==> src/rtl/gs_pkg.sv <==
// Shared definitions for the global-scheduler kernel loader: opcodes,
// one-hot control bit positions, FSM states and default widths.
package gs_pkg;

  localparam int K_WORD_WIDTH_DEF    = 32;
  localparam int K_OP_WIDTH_DEF      = 4;
  localparam int K_CONTROL_WIDTH_DEF = 9;
  localparam int K_ADDR_WIDTH_DEF    = 12;
  localparam int K_LEN_WIDTH_DEF     = 16;

  typedef enum logic [3:0] {
    OP_GRID  = 4'd0,
    OP_BLOCK = 4'd1,
    OP_PARAM = 4'd2,
    OP_INSTR = 4'd3,
    OP_CONST = 4'd4,
    OP_DATA  = 4'd5,
    OP_WARP  = 4'd6,
    OP_REG   = 4'd7,
    OP_START = 4'd15
  } opcode_t;

  localparam int BIT_GRID  = 0;
  localparam int BIT_BLOCK = 1;
  localparam int BIT_PARAM = 2;
  localparam int BIT_INSTR = 3;
  localparam int BIT_CONST = 4;
  localparam int BIT_DATA  = 5;
  localparam int BIT_WARP  = 6;
  localparam int BIT_REG   = 7;
  localparam int BIT_START = 8;

  typedef enum logic [1:0] {
    ST_IDLE    = 2'd0,
    ST_PAYLOAD = 2'd1,
    ST_LAUNCH  = 2'd2
  } state_t;

endpackage

==> src/rtl/gs_op_decode.sv <==
// Combinational kernel opcode decoder: opcode to one-hot section control.
// Undefined opcodes decode to an all-zero control word.
module gs_op_decode
  import gs_pkg::*;
#(
  parameter int K_OP_WIDTH      = K_OP_WIDTH_DEF,
  parameter int K_CONTROL_WIDTH = K_CONTROL_WIDTH_DEF
) (
  input  logic [K_OP_WIDTH-1:0]      opcode,
  output logic [K_CONTROL_WIDTH-1:0] control
);

  always_comb begin
    control = '0;
    case (opcode)
      K_OP_WIDTH'(OP_GRID):  control[BIT_GRID]  = 1'b1;
      K_OP_WIDTH'(OP_BLOCK): control[BIT_BLOCK] = 1'b1;
      K_OP_WIDTH'(OP_PARAM): control[BIT_PARAM] = 1'b1;
      K_OP_WIDTH'(OP_INSTR): control[BIT_INSTR] = 1'b1;
      K_OP_WIDTH'(OP_CONST): control[BIT_CONST] = 1'b1;
      K_OP_WIDTH'(OP_DATA):  control[BIT_DATA]  = 1'b1;
      K_OP_WIDTH'(OP_WARP):  control[BIT_WARP]  = 1'b1;
      K_OP_WIDTH'(OP_REG):   control[BIT_REG]   = 1'b1;
      K_OP_WIDTH'(OP_START): control[BIT_START] = 1'b1;
      default:               control = '0;
    endcase
  end

endmodule

==> src/rtl/gs_kernel_loader.sv <==
// Kernel descriptor loader: latches scalar config, streams section payloads
// to a memory write port and raises a launch handshake on START.
module gs_kernel_loader
  import gs_pkg::*;
#(
  parameter int K_WORD_WIDTH    = K_WORD_WIDTH_DEF,
  parameter int K_OP_WIDTH      = K_OP_WIDTH_DEF,
  parameter int K_CONTROL_WIDTH = K_CONTROL_WIDTH_DEF,
  parameter int K_ADDR_WIDTH    = K_ADDR_WIDTH_DEF,
  parameter int K_LEN_WIDTH     = K_LEN_WIDTH_DEF
) (
  input  logic                             clk,
  input  logic                             rst_n,
  input  logic                             in_valid,
  input  logic [K_WORD_WIDTH-1:0]          in_word,
  output logic                             in_ready,
  output logic                             wr_en,
  output logic [K_CONTROL_WIDTH-1:0]       wr_sel,
  output logic [K_ADDR_WIDTH-1:0]          wr_addr,
  output logic [K_WORD_WIDTH-1:0]          wr_data,
  output logic [K_WORD_WIDTH-K_OP_WIDTH-1:0] grid_size,
  output logic [K_WORD_WIDTH-K_OP_WIDTH-1:0] block_size,
  output logic [K_WORD_WIDTH-K_OP_WIDTH-1:0] warp_count,
  output logic [K_WORD_WIDTH-K_OP_WIDTH-1:0] reg_count,
  output logic                             launch_valid,
  input  logic                             launch_ready,
  output logic                             busy,
  output logic                             err_opcode,
  output logic                             err_nocfg,
  output logic                             err_wrap
);

  localparam int OPW = K_WORD_WIDTH - K_OP_WIDTH;

  state_t                     state, state_next;
  logic [K_CONTROL_WIDTH-1:0] ctrl;
  logic [K_CONTROL_WIDTH-1:0] section;
  logic [K_LEN_WIDTH-1:0]     remaining;
  logic [K_ADDR_WIDTH-1:0]    addr;
  logic                       grid_set, block_set;
  logic                       xfer, is_section, has_len, cfg_ok;
  logic [OPW-1:0]             operand;
  logic [K_LEN_WIDTH-1:0]     len;

  gs_op_decode #(
    .K_OP_WIDTH      (K_OP_WIDTH),
    .K_CONTROL_WIDTH (K_CONTROL_WIDTH)
  ) u_decode (
    .opcode  (in_word[K_WORD_WIDTH-1 -: K_OP_WIDTH]),
    .control (ctrl)
  );

  // in_ready is held low while reset is applied so nothing is taken during it
  assign in_ready   = rst_n && (state != ST_LAUNCH);
  assign busy       = (state != ST_IDLE);
  assign xfer       = in_valid && in_ready;
  assign operand    = in_word[OPW-1:0];
  assign len        = in_word[K_LEN_WIDTH-1:0];
  assign is_section = ctrl[BIT_PARAM] | ctrl[BIT_INSTR] | ctrl[BIT_CONST] | ctrl[BIT_DATA];
  assign has_len    = (len != '0);
  assign cfg_ok     = grid_set && block_set;

  always_comb begin
    state_next = state;
    case (state)
      ST_IDLE: begin
        if (xfer && is_section && has_len)            state_next = ST_PAYLOAD;
        else if (xfer && ctrl[BIT_START] && cfg_ok)   state_next = ST_LAUNCH;
        else                                          state_next = ST_IDLE;
      end
      ST_PAYLOAD: begin
        if (xfer && remaining == K_LEN_WIDTH'(1))     state_next = ST_IDLE;
        else                                          state_next = ST_PAYLOAD;
      end
      ST_LAUNCH: begin
        if (launch_ready)                             state_next = ST_IDLE;
        else                                          state_next = ST_LAUNCH;
      end
      default:                                        state_next = ST_IDLE;
    endcase
  end

  always_ff @(posedge clk) begin
    if (!rst_n) state <= ST_IDLE;
    else        state <= state_next;
  end

  always_ff @(posedge clk) begin
    if (!rst_n) begin
      wr_en        <= 1'b0;
      wr_sel       <= '0;
      wr_addr      <= '0;
      wr_data      <= '0;
      grid_size    <= '0;
      block_size   <= '0;
      warp_count   <= '0;
      reg_count    <= '0;
      launch_valid <= 1'b0;
      err_opcode   <= 1'b0;
      err_nocfg    <= 1'b0;
      err_wrap     <= 1'b0;
      section      <= '0;
      remaining    <= '0;
      addr         <= '0;
      grid_set     <= 1'b0;
      block_set    <= 1'b0;
    end else begin
      wr_en        <= 1'b0;
      launch_valid <= (state_next == ST_LAUNCH);
      if (state == ST_IDLE && xfer) begin
        if (ctrl == '0)       err_opcode <= 1'b1;
        if (ctrl[BIT_GRID])   begin grid_size  <= operand; grid_set  <= 1'b1; end
        if (ctrl[BIT_BLOCK])  begin block_size <= operand; block_set <= 1'b1; end
        if (ctrl[BIT_WARP])   warp_count <= operand;
        if (ctrl[BIT_REG])    reg_count  <= operand;
        if (is_section && has_len) begin
          section   <= ctrl;
          remaining <= len;
          addr      <= '0;
        end
        if (ctrl[BIT_START] && !cfg_ok) err_nocfg <= 1'b1;
      end
      if (state == ST_PAYLOAD && xfer) begin
        wr_en     <= 1'b1;
        wr_sel    <= section;
        wr_addr   <= addr;
        wr_data   <= in_word;
        addr      <= addr + K_ADDR_WIDTH'(1);
        remaining <= remaining - K_LEN_WIDTH'(1);
        if (addr == '1) err_wrap <= 1'b1;
      end
      // Config flags are consumed by a completed launch; config values stay
      if (state == ST_LAUNCH && launch_ready) begin
        grid_set  <= 1'b0;
        block_set <= 1'b0;
      end
    end
  end

endmodule

==> config.mk <==
export PLATFORM = sky130hd
export DESIGN_NAME = gs_kernel_loader
export DESIGN_NICKNAME = d
export VERILOG_FILES = /design/src/rtl/gs_pkg.sv /design/src/rtl/gs_op_decode.sv /design/src/rtl/gs_kernel_loader.sv
export SDC_FILE = /design/constraint.sdc
export NUM_CORES = 1
export LEC_CHECK = 0
export CORE_MARGIN = 10
export CORE_UTILIZATION = 40
export CTS_BUF_LIST = sky130_fd_sc_hd__clkbuf_2 sky130_fd_sc_hd__clkbuf_4 sky130_fd_sc_hd__clkbuf_8
export DETAILED_ROUTE_END_ITERATION = 8
export HOLD_SLACK_MARGIN = 0.12
export PLACE_DENSITY_LB_ADDON = 0.1
export SLEW_MARGIN = 20
export SYNTH_ARGS = -nofsm -noshare
export SYNTH_HDL_FRONTEND = slang
export SYNTH_HIERARCHICAL = 1
export SYNTH_SLANG_ARGS = --single-unit
==> constraint.sdc <==
create_clock -name clk -period 4.29 [get_ports clk]
set_input_delay 0.6435 -clock clk [delete_from_list [all_inputs] [get_ports clk]]
set_output_delay 0.6435 -clock clk [all_outputs]
set_load 0.01 [all_outputs]
# Yosys cells after proc, flatten, opt, wreduce, memory -nomap -nowiden
# Index checks and enable logic that the tools add are counted.
# word_totals
word_cells	90
inputBits	36
output_inout_bits	172
ff_bits	211
# classes
n_bitwise	4
muxes	21
n_reduce_logical	31
eq_ne	14
n_addsub	2
# ops
cell	count
2-to-1 mux 16 bit	3
2-to-1 mux 12 bit	3
AND reduction 2 bit	9
== test 16 x 1 -> 1 bit (second input constant)	1
== test 4 x 3 -> 1 bit (second input constant)	4
nonzero test 16 bit	1
subtractor 16 x 1 -> 16 bit (second input constant)	1
logical AND 1 bit	13
adder 12 x 1 -> 12 bit (second input constant)	1
== test 12 bit (second input constant)	1
2-to-1 mux 1 bit	11
logical NOT 9 bit	1
== test 4 x 2 -> 1 bit (second input constant)	2
2-to-1 mux 2 bit	3
one-hot mux 2 bit (3 select lines)	1
nonzero test 2 bit	3
== test 2 bit (second input constant)	2
== test 4 x 1 -> 1 bit (second input constant)	1
== test 4 bit (second input constant)	1
logical NOT 4 bit	1
bitwise OR 1 bit	3
== test 2 x 1 -> 1 bit (second input constant)	1
logical NOT 2 bit	1
!= test 2 bit (second input constant)	1
other kinds (3)	3

# Longest topological paths before layout
# logic_depth
word_depth	10
mapped_depth	8
ltp_nobuf	6

# Cells and area by module
# Netlist, hierarchy kept.
# by_module_without_submodules
mod	cells_each	seq_area_each_um2	area_each_um2	n_inst
gs_kernel_loader	979	4224.1	7731.2	1
gs_op_decode	9	0.0	91.3	1

# Least setup slack after synthesis
# Ideal clock, no wire load.
# synth_path
kind	in2reg
startpoint	in in_word[28]
endpoint	reg remaining[0]
path_slack_ps	2071
t_arrival_ps	2100
required_ps	4171
setup_time_ps	119
n_path_buf	2
path_stages	7
path_cell_list	nor4b_1 > nor4_1 > nand2b_1 > or2_2 > clkbuf_1 > buf_2 > o221a_2
# synth_via
elab_chain_cells	8
elab_cells_between_ends	14
classes_between	eq/ne (4); mux (4); bitwise (3); reduce/logical (3)
# synth_rtl
item	line_no	text
start: declaration	gs_kernel_loader.sv:15	input logic [K_WORD_WIDTH-1:0] in_word,
== test 4 x 2 -> 1 bit	gs_op_decode.sv:15	case (opcode)
2-to-1 mux 1 bit	gs_op_decode.sv:15	
bitwise OR 1 bit (2 in a row)	gs_kernel_loader.sv:59	assign is_section = ctrl[BIT_PARAM] | ctrl[BIT_INSTR] | ctrl[BIT_CONST] | ctrl[BIT_DATA];
bitwise OR 1 bit (*)	gs_kernel_loader.sv:59	
logical AND 1 bit (*)	gs_kernel_loader.sv:116	if (is_section && has_len) begin
nonzero test 2 bit (no source line) (*)	n/a	
AND reduction 2 bit (no source line) (*)	n/a	
end signal: assignment	gs_kernel_loader.sv:118	remaining <= len;
end signal: assignment	gs_kernel_loader.sv:129	remaining <= remaining - K_LEN_WIDTH'(1);
end: declaration	gs_kernel_loader.sv:38	logic [K_LEN_WIDTH-1:0] remaining;
# Mark *: on every way between the ends. The rest lies on a longest branch, timed or not.
# A chain may end at the register's enable or synchronous reset.

# Worst setup path in the final report
# layout_path
startpoint	in in_word[30]
endpoint	reg remaining[0]
# layout_via
elab_chain_cells	8
elab_cells_between_ends	14
classes_between	eq/ne (4); mux (4); bitwise (3); reduce/logical (3)
# layout_rtl
item	line_no	text
== test 4 x 2 -> 1 bit	gs_op_decode.sv:15	
2-to-1 mux 1 bit	gs_op_decode.sv:15	
named net ctrl[3]	gs_kernel_loader.sv:36	logic [K_CONTROL_WIDTH-1:0] ctrl;
bitwise OR 1 bit (3 in a row)	gs_kernel_loader.sv:59	
logical AND 1 bit	gs_kernel_loader.sv:116	
nonzero test 2 bit (no source line)	n/a	
AND reduction 2 bit (no source line)	n/a	
# The timed path passes the listed nets, and every way through them passes these cells.

==> key figures <==
Worst hold path
  • Hold Startpoint: warp_count[23]$_SDFFE_PN0P_
  • Worst-case hold path end point: warp_count[23]$_SDFFE_PN0P_
  • Hold crit path type: reg -> reg
  • Hold depth: 2

Power and ir drop
  • Pwr Total: ~4100 uW
  • Max VDD drop: about 250 uV
  • Cell Pwr Density: roughly 370 nW/um2
  • Lkg Pwr: 0.003625 uW

Floorplanning
  • Die area: about 26000 um2
  • Die extent in x: ~160 um
  • FP Rows: 51
  • Core area: between 15000 and 20000 um2
  • Io pins: between 200 and 250
  • Die H: about 160 um
  • Starting density of the core: between 40% and 50%

Placement
  • I/O Buffers: approximately 210
  • Post-DP HPWL: between 15000 and 20000 um
  • Placer congestion estimate: 0.8526
  • Cell Area, Placed: between 10000 and 15000 um2

Finish
  • Diode count: 0
  • Fin util: ~56%
  • Register area: 4224 um2
  • Design area: around 11000 um2
  • Multi-input logic area: between 3000 and 4000 um2
  • Area growth from synthesis to layout: 39.30%
  • Layout cells sized above 1: under 10%
  • Filler Cell Count: roughly 1900
  • Final net count: 1231

Critical path
  • Reg2reg start: state[1]$_SDFF_PN0_
  • Crit-path cells: clkdlybuf4s50_1, and4bb_2, nor4_1, nand2b_1, or2_2, nand2_1, o221a_2
  • Endpoint type of the worst setup path: flip-flop
  • Crit-path slowest cell: clkdlybuf4s50_1
  • CP Max Fanout: 17
  • Worst-case reg-to-reg path depth: 5
  • Worst setup path category: in -> reg
  • CP peak stage delay: 0.67 ns
  • CP startpoint kind: input port
  • Req. time, crit path: 4.70 ns
  • Data arrival, critical path: between 3 and 4 ns
  • Reg2Reg Capture Point: remaining[0]$_SDFFE_PN0P_
  • Reg2reg setup slack: between 2 and 2.5 ns

Clocking
  • Hold buffers post-CTS: 0
  • Post-CTS setup buffers: 0
  • TritonCTS clock tree: built
  • Root Driver: clkbuf_8
  • Total CTS buffers: 37
  • Clock Tree Buf Depth: 3
  • PostCTS Resize Cnt: 0
  • Clock-pin transition on the worst setup and hold timing paths: 0.06 ns
  • Sink Count: 211
  • Clock latency on the worst-skew pair: 0.52 ns
  • Total number of H-tree levels: 2

GRT
  • Global-route wire length before repair: a little over 40000 um
  • Initial antenna violation count: 0
  • Total congestion overflow: 0
  • GR Util met1: between 20 and 25%
  • Vias in the first global route: roughly 7400
  • GR Layer Usage met2: 31.61%
  • Largest net degree at the start of global routing: 78
  • Total Routing Usage GR: 19.80%
  • Gr busiest metal: met2
  • GRT met3 Usage: ~7.3%

Drt
  • Wirelength per Cell: 17.54 um
  • Initial drt markers: between 400 and 500
  • WL final: roughly 26000 um
  • DRT antenna net count: 0
  • Drt pass-1 iters: 5
  • Vias after detailed routing: about 7500
  • DRC errors left: 0
  • Drt via density: 5.050

Synth
  • Cells after Synth: roughly 990
  • Most frequent cells after synthesis: nand2_1 (379), dfxtp_1 (211), a21oi_1 (186)
  • Ys flop type: dfxtp_1
  • Top post-synthesis cells by area: dfxtp_1 (54%), nand2_1 (18%), a21oi_1 (12%)
  • Syn Area/Cell: 7.918 um2
  • Synthesis-stage register bit count: 211
  • Post-synth EDFFs: 0
  • Sequential share of the synthesized area: between 50% and 60%
  • Syn Nets: roughly 1000
  • Area share of the largest cell type after synthesis: about 54%
  • Post-synth ARST share: 0%
  • Post-synth top area cell: dfxtp_1
  • Most numerous cell in the Yosys netlist: nand2_1
  • Number of distinct library cells after synthesis: 47
  • Yosys warnings: 6
  • Syn Std Cell Area: slightly below 8000 um2

STA
  • Slew margin rel.: between 20% and 30%
  • Hold Fails Final Rpt: 0
  • Unrepaired setup endpoints after global routing: false
  • Crit path time final: between 2 and 3 ns
  • Setup TNS: 0 ns
  • Final setup vio count: 0
  • Clock skew: ~0.014 ns
  • Max-slew violation count: 0
  • Fmax: ~340 MHz
  • Final period util: approximately 70%
  • Slew @ Worst Pin: around 1.1 ns

Status
  • Status: completed

Flow run
  • Max Cap Viol: 0
-- how the worst max path moves through the flow --
stage                      startpoint                         to  cells after the start
after CTS                       rst_n                   in_ready                      4
after detailed placement  in_word[30]  remaining[1]$_SDFFE_PN0P_                      7
after floorplan           in_word[28]  remaining[0]$_SDFFE_PN0P_                      7
final                     in_word[30]  remaining[0]$_SDFFE_PN0P_                      7
after global routing      in_word[30]  remaining[0]$_SDFFE_PN0P_                      7
after global placement    in_word[30]  remaining[0]$_SDFFE_PN0P_                      7
-- registers in the layout (all words and copies together) (netlist names) --
| name | count |
|---|---|
| block_set | 1 |
| err_opcode | 1 |
| block_size | 28 |
| addr | 12 |
| grid_size | 28 |
| warp_count | 28 |
| wr_addr | 12 |
| state | 2 |
| wr_sel | 9 |
| section | 9 |
| grid_set | 1 |
| err_wrap | 1 |
| remaining | 16 |
| launch_valid | 1 |
| reg_count | 28 |
| err_nocfg | 1 |
| wr_data | 32 |
| wr_en | 1 |
-- critical path: cells and delay by family --
family                 cells  cell delay [ns]
AOI/OAI and AO/OA          1             0.33
and+or+nand+nor            5             1.69
buffers and inverters      1             0.67
-- per-layer routing --
metal / vias up / wire length, um / share of wire, %
li1: 3714 / - / -
met1: 3478 / 11410 / 44
met2: 240 / 11740 / 45
met3: 37 / 2212 / 8.5
met4: 0 / 590 / 2.3
met5: - / 0 / 0
-- where the power goes --
part           internal [uW]  switching, uW
clock network           1070            781
registers               1980           14.9
logic                   92.6            144
total                   3140            940
-- layout by cell type, fill, tap and decap left out, types with 11 or more instances in the layout --
cell type / count
nor2_1: 15
buf_4: 22
clkbuf_8: 46
clkbuf_4: 13
clkdlybuf4s50_1: 207
a31oi_1: 11
dfxtp_1: 211
nand2_1: 379
a21oi_1: 186
nand3_1: 14
-- cells by family after synthesis --
| group | Yosys count | share of synthesized area (%) |
|---|---|---|
| buf+inv | 70 | 3.599 |
| fa+ha+maj | 3 | 0.4799 |
| compound gates | 232 | 16.16 |
| simple gates | 471 | 25.66 |
| flops | 211 | 54.00 |
| xor+xnor | 1 | 0.1120 |
-- through the flow --
step / hold slack, ns / std cells / setup WS, ns
floorplan: 0.4321 / 988 / 2.071
global placement: 0.4402 / 1418 / 1.042
detailed placement: 0.4456 / 1418 / 0.9485
CTS: 0.4534 / 1479 / 1.387
global route: 0.4664 / 1479 / 1.247
finish: 0.4501 / 1479 / 1.358
-- layout make-up --
type,count,share of cell area [%]
clock buffers,59,6.706
inverters,5,0.2182
well taps,265,3.043
repair buffers,230,20.71
flip-flops and latches,211,38.76
multi-input cells,707,30.44
clock inverters,2,0.1148
Power figures use the tool's default switching activity.
